File: src/rtl/sram_arb_pkg.sv
// Shared types and constants for the two-requester SRAM port arbiter.
// Command fields are sized from the package widths; the top may override them by parameter.
package sram_arb_pkg;

  localparam int SRAM_ADDR_WIDTH = 11;
  localparam int SRAM_DATA_WIDTH = 32;
  localparam int SRAM_BE_WIDTH   = SRAM_DATA_WIDTH / 8;

  typedef enum logic {
    LAST0 = 1'b0,
    LAST1 = 1'b1
  } arb_last_e;

  typedef struct packed {
    logic [SRAM_ADDR_WIDTH-1:0] addr;
    logic                       we;
    logic [SRAM_BE_WIDTH-1:0]   be;
    logic [SRAM_DATA_WIDTH-1:0] wdata;
  } sram_req_t;

  function automatic logic [1:0] idx_to_onehot(input logic idx);
    return idx ? 2'b10 : 2'b01;
  endfunction

endpackage

File: src/rtl/rr_arb2.sv
// Two-input round-robin arbiter: combinational grant, registered last-winner pointer.
//   state | meaning
//   LAST0 | requester 0 won most recently; requester 1 wins the next contention
//   LAST1 | requester 1 won most recently (reset); requester 0 wins the next contention
module rr_arb2
  import sram_arb_pkg::*;
(
  input  logic       clk_i,
  input  logic       rst_i,
  input  logic [1:0] req_i,
  output logic [1:0] gnt_o,
  output logic       gnt_idx_o
);

  arb_last_e last_q, last_d;

  always_ff @(posedge clk_i or posedge rst_i) begin
    if (rst_i) last_q <= LAST1;
    else       last_q <= last_d;
  end

  // Grant is held off while reset is asserted so nothing reaches the SRAM.
  always_comb begin
    gnt_o  = 2'b00;
    last_d = last_q;
    if (!rst_i) begin
      case (req_i)
        2'b01:   gnt_o = 2'b01;
        2'b10:   gnt_o = 2'b10;
        2'b11:   gnt_o = (last_q == LAST1) ? idx_to_onehot(1'b0) : idx_to_onehot(1'b1);
        default: gnt_o = 2'b00;
      endcase
    end
    if (gnt_o[0])      last_d = LAST0;
    else if (gnt_o[1]) last_d = LAST1;
  end

  assign gnt_idx_o = gnt_o[1];

endmodule

File: src/rtl/sram_port_arbiter.sv
// Shares one single-port SRAM between CPU data (0) and loader/DMA (1) with no wait states.
// Command mux is combinational on the grant; responses are routed one cycle later.
module sram_port_arbiter
  import sram_arb_pkg::*;
#(
  parameter int ADDR_WIDTH = SRAM_ADDR_WIDTH,
  parameter int DATA_WIDTH = SRAM_DATA_WIDTH
) (
  input  logic                        clk_i,
  input  logic                        rst_i,
  input  logic [1:0]                  req_i,
  output logic [1:0]                  gnt_o,
  input  logic [1:0][ADDR_WIDTH-1:0]  addr_i,
  input  logic [1:0]                  we_i,
  input  logic [1:0][DATA_WIDTH/8-1:0] be_i,
  input  logic [1:0][DATA_WIDTH-1:0]  wdata_i,
  output logic [1:0]                  rvalid_o,
  output logic [1:0][DATA_WIDTH-1:0]  rdata_o,
  output logic                        ram_en_o,
  output logic                        ram_we_o,
  output logic [ADDR_WIDTH-1:0]       ram_addr_o,
  output logic [DATA_WIDTH/8-1:0]     ram_be_o,
  output logic [DATA_WIDTH-1:0]       ram_wdata_o,
  input  logic [DATA_WIDTH-1:0]       ram_rdata_i
);

  logic [1:0] gnt;
  logic       gnt_idx;
  logic       any_gnt;

  logic       rsp_valid_q;
  logic       rsp_idx_q;
  logic       rsp_read_q;

  rr_arb2 u_rr_arb2 (
    .clk_i     (clk_i),
    .rst_i     (rst_i),
    .req_i     (req_i),
    .gnt_o     (gnt),
    .gnt_idx_o (gnt_idx)
  );

  assign gnt_o   = gnt;
  assign any_gnt = |gnt;

  always_comb begin
    ram_en_o    = 1'b0;
    ram_we_o    = 1'b0;
    ram_addr_o  = '0;
    ram_be_o    = '0;
    ram_wdata_o = '0;
    if (any_gnt) begin
      ram_en_o    = 1'b1;
      ram_we_o    = we_i[gnt_idx];
      ram_addr_o  = addr_i[gnt_idx];
      ram_be_o    = be_i[gnt_idx];
      ram_wdata_o = wdata_i[gnt_idx];
    end
  end

  // Only one response is ever in flight, so a single routing register suffices.
  always_ff @(posedge clk_i or posedge rst_i) begin
    if (rst_i) begin
      rsp_valid_q <= 1'b0;
      rsp_idx_q   <= 1'b0;
      rsp_read_q  <= 1'b0;
    end else begin
      rsp_valid_q <= any_gnt;
      rsp_idx_q   <= gnt_idx;
      rsp_read_q  <= any_gnt & ~we_i[gnt_idx];
    end
  end

  always_comb begin
    rvalid_o = 2'b00;
    rdata_o  = '0;
    if (rsp_valid_q) begin
      rvalid_o[rsp_idx_q] = 1'b1;
      if (rsp_read_q) rdata_o[rsp_idx_q] = ram_rdata_i;
    end
  end

endmodule

File: config.mk
export PLATFORM = sky130hd
export DESIGN_NAME = sram_port_arbiter
export DESIGN_NICKNAME = d
export VERILOG_FILES = /design/src/rtl/sram_arb_pkg.sv /design/src/rtl/rr_arb2.sv /design/src/rtl/sram_port_arbiter.sv
export SDC_FILE = /design/constraint.sdc
export NUM_CORES = 1
export LEC_CHECK = 0
export BUFFER_PORTS_ARGS = -buffer_cell sky130_fd_sc_hd__buf_2
export CORE_AREA = 2 2 96 98
export CTS_CLUSTER_SIZE = 40
export DETAILED_ROUTE_END_ITERATION = 10
export DIE_AREA = 0 0 98 100
export PLACE_DENSITY_LB_ADDON = 0.3
export SYNTH_ARGS = -nofsm -noshare
export SYNTH_HDL_FRONTEND = slang
export SYNTH_HIERARCHICAL = 1
export SYNTH_SLANG_ARGS = --single-unit
File: constraint.sdc
create_clock -name clk_i -period 1.9 [get_ports clk_i]
set_input_delay 0.38 -clock clk_i [delete_from_list [all_inputs] [get_ports clk_i]]
set_output_delay 0.38 -clock clk_i [all_outputs]
set_load 0.02 [all_outputs]
Word-level counts from Yosys, hierarchy flattened:

Cells that the tools add are included.

* equal/unequal tests: 3
* bitwise gates (word level): 3
* order comparisons: 3
* multiplexer cells: 25
* reduce and logical (&&, ||, !) cells: 3

Operators by type and width (number)
* two-way mux 32 bit: 4
* two-way mux 64 bit: 2
* bitwise AND 64 bit: 1
* two-way mux 11 bit: 3
* demux 32 bit (select 1 bit): 1
* two-way mux 4 bit: 3
* two-way mux 1 bit: 7
* two-way mux 2 bit: 3
* one-hot mux 2 bit (3 select lines): 1
* equality test 2 bit (second input constant): 2
* less-than comparator 1 x 2 -> 1 bit (second input constant): 2
* equality test 2 x 1 -> 1 bit (second input constant): 1
* nonzero test 2 bit: 1
* OR reduction 2 bit: 1
* bitwise AND 1 bit: 1
* demux 1 bit (select 1 bit): 1
* >= comparator 1 bit (second input constant): 1
* logical AND 1 bit: 1
* NOT 1 bit: 1

* bits of input ports: 132
* register bits: 4
* word-level logic and storage cells: 41
* output and inout bits: 117

Logic depth before layout (Yosys ltp):

Gate-level depths: netlist of the first run.

* word-level depth: 7
* mapped depth: 7
* mapped depth without buffers: 4

By module:

Netlist of the first run, hierarchy kept.

Modules (own cells, without submodules)
* sram_port_arbiter: cells each 224, instances 1, area each 1287.5 um^2, sequential area each 75.1 um^2
* rr_arb2: cells each 9, instances 1, area each 78.8 um^2, sequential area each 26.3 um^2

Worst setup path after synthesis of the first run:

OpenSTA, ideal clock, no wires.

* kind: register -> output
* from: reg u_rr_arb2.last_q
* to: out ram_wdata_o[10]
* path slack: -0.088 ns
* required time: 1.520 ns
* arrival: 1.608 ns
* cell stages (with the launch flop): 6
* buffers on the path: 1
* path through: dfstp_2 inv_1 a21boi_1 nor2_1 clkbuf_1 nor2_1

* elaborated cells on any way between the ends: 7
* those cells by class: mux (6); reduce/logical (1)

RTL lines
* start, declared: line rr_arb2.sv:15 `arb_last_e last_q, last_d;`
* start signal, assigned: line rr_arb2.sv:19 `else last_q <= last_d;`
* two-way mux 2 bit: line rr_arb2.sv:30 `2'b11: gnt_o = (last_q == LAST1) ? idx_to_onehot(1'b0) : idx_to_onehot(1'b1);`
* one-hot mux 2 bit (3 select lines): line rr_arb2.sv:27 `case (req_i)`
* two-way mux 2 bit: line rr_arb2.sv:26 `if (!rst_i) begin`
* via gnt_o[0]: line sram_port_arbiter.sv:12 `output logic [1:0] gnt_o,`
* OR reduction 2 bit: line sram_port_arbiter.sv:44 `assign any_gnt = |gnt;`
* two-way mux 32 bit: line sram_port_arbiter.sv:52 `if (any_gnt) begin`
* end, declared: line sram_port_arbiter.sv:23 `output logic [DATA_WIDTH-1:0] ram_wdata_o,`

The timed path passes the listed nets, and every way through them passes these cells. The select of a mux whose other input is x is not followed.

Worst setup path after layout of the first run:

* from: reg u_rr_arb2.last_q
* to: out ram_we_o

* word-level cells in the longest chain between the ends: 6
* elaborated cells on any way between the ends: 7
* those cells by class: mux (6); reduce/logical (1)

RTL lines
* two-way mux 2 bit *: line rr_arb2.sv:30
* one-hot mux 2 bit (3 select lines) *: line rr_arb2.sv:27
* two-way mux 2 bit *: line rr_arb2.sv:26
* two-way mux 1 bit (not written as such) (2 in a row): line sram_port_arbiter.sv:54 `ram_we_o = we_i[gnt_idx];`
* two-way mux 1 bit *: line sram_port_arbiter.sv:52
* end, declared: line sram_port_arbiter.sv:20 `output logic ram_we_o,`

Every way passes the cells marked *; elsewhere a longest branch is shown, timed or not. The select of a mux whose other input is x is not followed.

==> qor.yml, run 1 <==
leakagePower_uw: 0.00190
synth_largest_area_cell: "mux2i_1"
antenna_cells: 0
drt-total-wl_microns: 7520
die_w_microns: 98
fp.dieArea_sq_um: 9800
synth_edf_count: 0
worst-r2r-setup-slack_ns: 0.33
drive_gt1_frac: 0.649
p_comb_frac: 0.763
final_util: 0.393
cp-endpoint: "ram_we_o"
stdcell_count: 607
rr_startpoint: "u_rr_arb2/last_q"
fin_nets: 629
clkPwrFrac: 0.156
cp.required_ns: 1.52
synth.distinct_cells: 16
ff2ff_path_depth: 7
finalCritPeriodShare: 1.07
avgSynthCellArea_sq_um: 5.86
seq_area_frac_synth: 0.0742
clk_pin_slew_ns: 0.04
synth_area_leaders: "mux2i_1, nor2_1, nand2_1"
internal_power_uw: 711
critPathCaptureType: "primary output"
crit_fanout: 6
clk_latency_ns: 0.22
irDropWorstVdd_mv: 0.128
cts-root-buf: "clkbuf_8"
finalPower_uw: 1250
initial_core_util: 0.154
routedWlPerCell_microns: 12.4
yosysWarnings: 6
grtUsageTotal: 0.131
fillers: 901
swShare: 0.430
htreeDepth: 1
fp-row-count: 35
setup_viol: 49
clock-sinks: 4
grt_first_pass_wirelength_microns: 10500
vias: 2517
fp.dieH_microns: 100
finalHoldViolCount: 0
syn_area_sq_um: 1370
vias_per_cell: 4.15
first_pass_iters: 4
critical_path_arrival_ns: 1.64
fin_setup_tns_ns: -3.43
startpoint_type: "register"
final_antenna_net_count: 0
grt-ovfl-total: 0
maxCapViolations: 0
yosysMostFrequentCell: "nor2_1"
tightest_slew_ns: 0.332
place_congestion: 0.718
synth_top_area_frac: 0.359
synth_nets: 365
drc: 0
port-buffer-count: 248
cp-startpoint: "u_rr_arb2/last_q"
worst_hold_slack_ns: 0.163
core_sq_um: 8890
min_path_type: "input port to async pin"
cts_tree: "yes"
fin_crit_ns: 2.02
p_seq_frac: 0.081
critical_path_class: "register to primary output"
finalClockSkew_ns: 0.00351
rsz0062_at_grt: "yes"
ys_ff_latch: 4
async_flop_share: 1.00
reg2reg_to: "rsp_read_q"
drtIter0Drc: 41
netlist_instances: 233
p_switching_uw: 536
setup_slack_ns: -0.124
cellPowerDensity_nw_per_um2: 357
cts_buffers: 3
fmax_ghz: 0.494
status: "finished with violations"
clockBufferDepth: 2
io_pins: 249
hpwlAfterDp_microns: 5070
grt_pass1_vias: 2219
dpl.cell_count: 581
antenna_found_initial: 0
yosys_most_used_dff: "dfrtp_1"
synth_commonest_cells: "nor2_1, mux2i_1, nand2_1, buf_2, inv_1"
violations: "negative setup slack"
slew_headroom: 0.778
syn_to_final_growth_pct: 156
grt_max_degree: 34
slew_viol_final: 0
[worst max-delay path: stages (launching register included)]
cell and delay (ns):
dfstp_2 0.55, a21oi_4 0.07, buf_12 0.14, buf_8 0.12
nor2_4 0.16, clkbuf_16 0.18, nor2_1 0.04, buf_4 0.16
[worst min-delay path by stage]
stage / slack [ns] / cells after the start / end
finish: 0.16 / 3 / rsp_read_q
global route: 0.17 / 3 / rsp_read_q
CTS: 0.16 / 3 / rsp_read_q
detailed placement: 0.42 / 3 / rsp_idx_q
global placement: 0.42 / 3 / rsp_idx_q
floorplan: 0.13 / 1 / rsp_idx_q
[registers in the layout (all words and copies together), names as in the netlist]
signal	count
rsp_idx_q	1
rsp_read_q	1
rsp_valid_q	1
u_rr_arb2/last_q	1
[stage by stage]
step                      worst slack [ns]  area [sq um]
after floorplan                    0.00846          1370
after global placement              -0.407          2700
after detailed placement            -0.482          2700
after CTS                           -0.116          3300
after global routing                -0.183          3490
final                               -0.124          3490
[kinds of logic (layout without fill, tap and decap cells)]
group / Yosys count / after routing / share of synthesized area
buffers and inverters: 28 / 288 / 0.136
and+or+nand+nor: 150 / 153 / 0.421
AOI/OAI and AO/OA: 2 / 2 / 0.00916
DFF: 4 / 4 / 0.0742
muxes: 49 / 49 / 0.359
[layer usage]
metal / global-route usage / vias up / part of all wire
met3: 0.0146 / 4 / 0.083
met2: 0.279 / 152 / 0.56
met4: 0.0331 / 0 / 0.0069
li1: - / 1260 / -
met5: 0 / - / 0
met1: 0.133 / 1101 / 0.35
[power groups by stage]
stage,Combinational (uW),Clock [uW],Sequential (uW)
2_1_floorplan,406,0,100
3_3_place_gp,660,0,102
3_5_place_dp,667,0,102
4_1_cts,886,203,102
5_1_grt,1020,206,102
6_report,952,194,102
[timing repair]
| item | in CTS | in global routing |
|---|---|---|
| gates resized for setup | 83 | 47 |
| endpoints found under the hold margin | 0 | 0 |
| hold buffers | 0 | 0 |
| pin swaps | 9 | 9 |
| setup buffers | 14 | 1 |
| cloned | 6 | 2 |
| setup endpoints to repair | 49 | 49 |
[cell type report]
type	count	area, sq um	area share
Sequential cell	4	101	0.0290
Timing Repair Buffer	278	1890	0.542
Tap cell	111	139	0.0398
Multi-Input combinational cell	204	1290	0.370
Inverter	6	22.5	0.00645
Clock buffer	4	45.0	0.0129
[cells in the final DEF (no fill, tap or decap), drive strengths merged]
| cell | Yosys | layout |
|---|---|---|
| dfrtp | 3 | 3 |
| clkbuf | 4 | 6 |
| inv | 6 | 6 |
| dfstp | 1 | 1 |
| a21oi | 1 | 1 |
| nand2b | 2 | 2 |
| nand2 | 33 | 33 |
| a21boi | 1 | 1 |
| mux2i | 49 | 49 |
| buf | 18 | 276 |
| nor2 | 113 | 116 |
| nor2b | 2 | 2 |
No activity file was read; power rests on OpenSTA's default activity.
==> run 2, diff against run 1 <==
- ABC_AREA: unset -> 1
- CORE_AREA: 2 2 96 98 -> 2 2 97 99
- DIE_AREA: 0 0 98 100 -> 0 0 99 101
==> qor.yml, run 2 <==
yosysMostFrequentCell: "nor2_1"
async_flop_share: 1.00  # unchanged
p_comb_frac: 0.784  # +0.021
yosys_most_used_dff: "dfrtp_1"
status: "finished with violations"
maxCapViolations: 0  # unchanged
ys_ff_latch: 4  # unchanged
fp.dieH_microns: 101  # +1.0%
synth_top_area_frac: 0.366  # +0.00744
slew_headroom: 0.785  # +0.00703
drc: 0  # unchanged
grtUsageMet2: 0.307  # +0.0279
cts-root-buf: "clkbuf_8"
internal_power_uw: 721  # +1.4%
finalHoldViolCount: 0  # unchanged
irDropWorstVdd_mv: 0.159  # +24%
fin_setup_tns_ns: -5.09  # -1.67 ns
layout_common_cells: "buf_2, nor2_1, nand2_1, inv_1, buf_4"
leakagePower_uw: 0.00233  # +22%
vias_per_cell: 4.16  # +0.39%
worst_hold_slack_ns: 0.0402  # -0.123 ns
place_congestion: 0.758  # +5.5%
io_pins: 249  # unchanged
drtIter0Drc: 45  # +9.8%
initial_core_util: 0.183  # +0.0289
critical_path_arrival_ns: 1.66  # +0.02 ns
clockBufferDepth: 2  # unchanged
critPathCaptureType: "primary output"
tightest_slew_ns: 0.322  # -0.0105 ns
fp.dieArea_sq_um: 10000  # +2.0%
cellPowerDensity_nw_per_um2: 361  # +1.2%
clock-sinks: 4  # unchanged
clkPwrFrac: 0.141  # -0.015
port-buffer-count: 248  # unchanged
fin_crit_ns: 2.04  # +0.0134 ns
dp_worst_setup_slack_ns: -0.00643  # +0.476 ns
cp.required_ns: 1.52  # about the same
cts_buffers: 3  # unchanged
grt_first_pass_wirelength_microns: 12500  # +19%
fmax_ghz: 0.491  # -0.66%
grt_pass1_vias: 2749  # +24%
drt-total-wl_microns: 9260  # +23%
p_seq_frac: 0.075  # -0.006
min_path_type: "input port to async pin"
core_sq_um: 8980  # +0.99%
setup_viol: 48  # -2.0%
htreeDepth: 1  # unchanged
layout_commonest_cell: "buf_2"
grtUsageTotal: 0.153  # +0.0213
synth_largest_area_cell: "nor2_1"
drive_gt1_frac: 0.522  # -0.127
antenna_cells: 0  # unchanged
avgSynthCellArea_sq_um: 4.19  # -29%
grt_max_degree: 34  # unchanged
cpPeakStageDelay_ns: 0.55  # about the same
top_usage_layer: "met2"
cpMostUsedCell: "inv_2"
final-seq-area_sq_um: 101  # unchanged
met3_usage: 0.0340  # +0.0194
synth_area_leaders: "nor2_1, nand2_1, inv_1"
rsz0062_at_grt: "yes"
critical_path_class: "register to primary output"
finalCritPeriodShare: 1.07  # +0.00704
p_switching_uw: 640  # +19%
fillers: 969  # +7.5%
vias: 3143  # +25%
first_pass_iters: 6  # +2
path_cells: "inv_2, a21oi_4, inv_2, nand2_8, clkbuf_16, nand2_1, nor2_1, buf_4"
setup_slack_ns: -0.137  # -0.0134 ns
crit_family: "flip-flops"
clk_pin_slew_ns: 0.04  # about the same
fin_nets: 777  # +24%
synth_edf_count: 0  # unchanged
cp_slowest_cell: "dfstp_2"
hpwlAfterDp_microns: 6490  # +28%
met1_usage: 0.158  # +0.0247
clk_latency_ns: 0.22  # about the same
netlist_instances: 391  # +68%
crit_fanout: 12  # +6
slew_viol_final: 0  # unchanged
fp-row-count: 35  # unchanged
synth_nets: 523  # +43%
yosysWarnings: 6  # unchanged
synth_commonest_cells: "nor2_1, nand2_1, inv_1, buf_2, buf_6"
final_antenna_net_count: 0  # unchanged
crit_buf_inv: 4  # unchanged
syn_to_final_growth_pct: 130
routedWlPerCell_microns: 12.3  # -1.0%
syn_area_sq_um: 1640  # +20%
multiInputGateArea_sq_um: 1400  # +8.0%
seq_area_frac_synth: 0.0618  # -0.0123
synth.distinct_cells: 13  # -3
startpoint_type: "register"
swShare: 0.470  # +0.0404
grt-ovfl-total: 0  # unchanged
finalClockSkew_ns: 0.00526  # +0.00176 ns
violations: "negative setup slack"
antenna_found_initial: 0  # unchanged
cts_tree: "yes"
die_w_microns: 99  # +1.0%
[run 2: cell count changes after synthesis, moves of 2 or more]
cell / delta
inv_2: +2
clkbuf_1: -4
inv_1: +52
nand2_2: +2
buf_2: +7
nand2_1: +103
buf_12: -3
nand2b_1: -2
nor2_1: +47
mux2i_1: -49
buf_6: +4
[run 2: per-stage QoR]
| step | utilization | std cells | area (sq um) | total power [uW] |
|---|---|---|---|---|
| 2_1_floorplan | - | 391 | 1670 | 586 |
| 3_3_place_gp | 0.340 | 739 | 3050 | 896 |
| 3_5_place_dp | 0.340 | 739 | 3050 | 900 |
| 4_1_cts | 0.390 | 751 | 3500 | 1290 |
| 5_1_grt | 0.420 | 755 | 3770 | 1470 |
| 6_report | 0.420 | 755 | 3770 | 1360 |
[run 2: power groups by stage]
| stage | registers, uW | logic [uW] | clock network, uW |
|---|---|---|---|
| floorplan | 102 | 484 | 0 |
| global placement | 102 | 794 | 0 |
| detailed placement | 102 | 798 | 0 |
| CTS | 102 | 986 | 198 |
| global route | 104 | 1160 | 207 |
| finish | 103 | 1070 | 192 |
[run 2: layout make-up]
class | count | area share
Clock buffer | 4 | 0.0120
Sequential cell | 4 | 0.0269
Inverter | 60 | 0.0625
Multi-Input combinational cell | 301 | 0.370
Timing Repair Buffer | 275 | 0.491
Tap cell | 111 | 0.0369
[run 2: cell families (layout without fill, tap and decap cells)]
group / after synthesis / in the layout / synth area share
AO/OA/AOI/OAI: 1 / 1 / 0.00534
buffers and inverters: 86 / 339 / 0.240
flip-flops: 4 / 4 / 0.0618
AND/OR/NAND/NOR: 300 / 300 / 0.692
[run 2: routing by layer]
metal	share of wire	up-vias
met5	0	-
met4	0.0085	0
met1	0.36	1372
li1	-	1606
met3	0.088	6
met2	0.54	159
[run 2: final timing paths]
path | from | endpoint | slack, ns | depth (start not counted)
setup / recovery | u_rr_arb2/last_q | ram_wdata_o[28] | -0.14 | 8
hold / removal | rst_i | rsp_idx_q | 0.04 | 2
setup reg to reg | u_rr_arb2/last_q | rsp_read_q | 0.49 | 8
hold reg to reg | u_rr_arb2/last_q | u_rr_arb2/last_q | 0.50 | 2
max in group asynchronous | rst_i | u_rr_arb2/last_q | 1.66 | 2
min in group clk_i | we_i[0] | rsp_read_q | 0.45 | 4
[run 2: timing repair]
item	CTS	global route
setup buffers	4	2
gates cloned	4	5
resized for setup	95	56
endpoints found under the setup margin	49	49
pin swaps	7	24
hold buffers	0	0
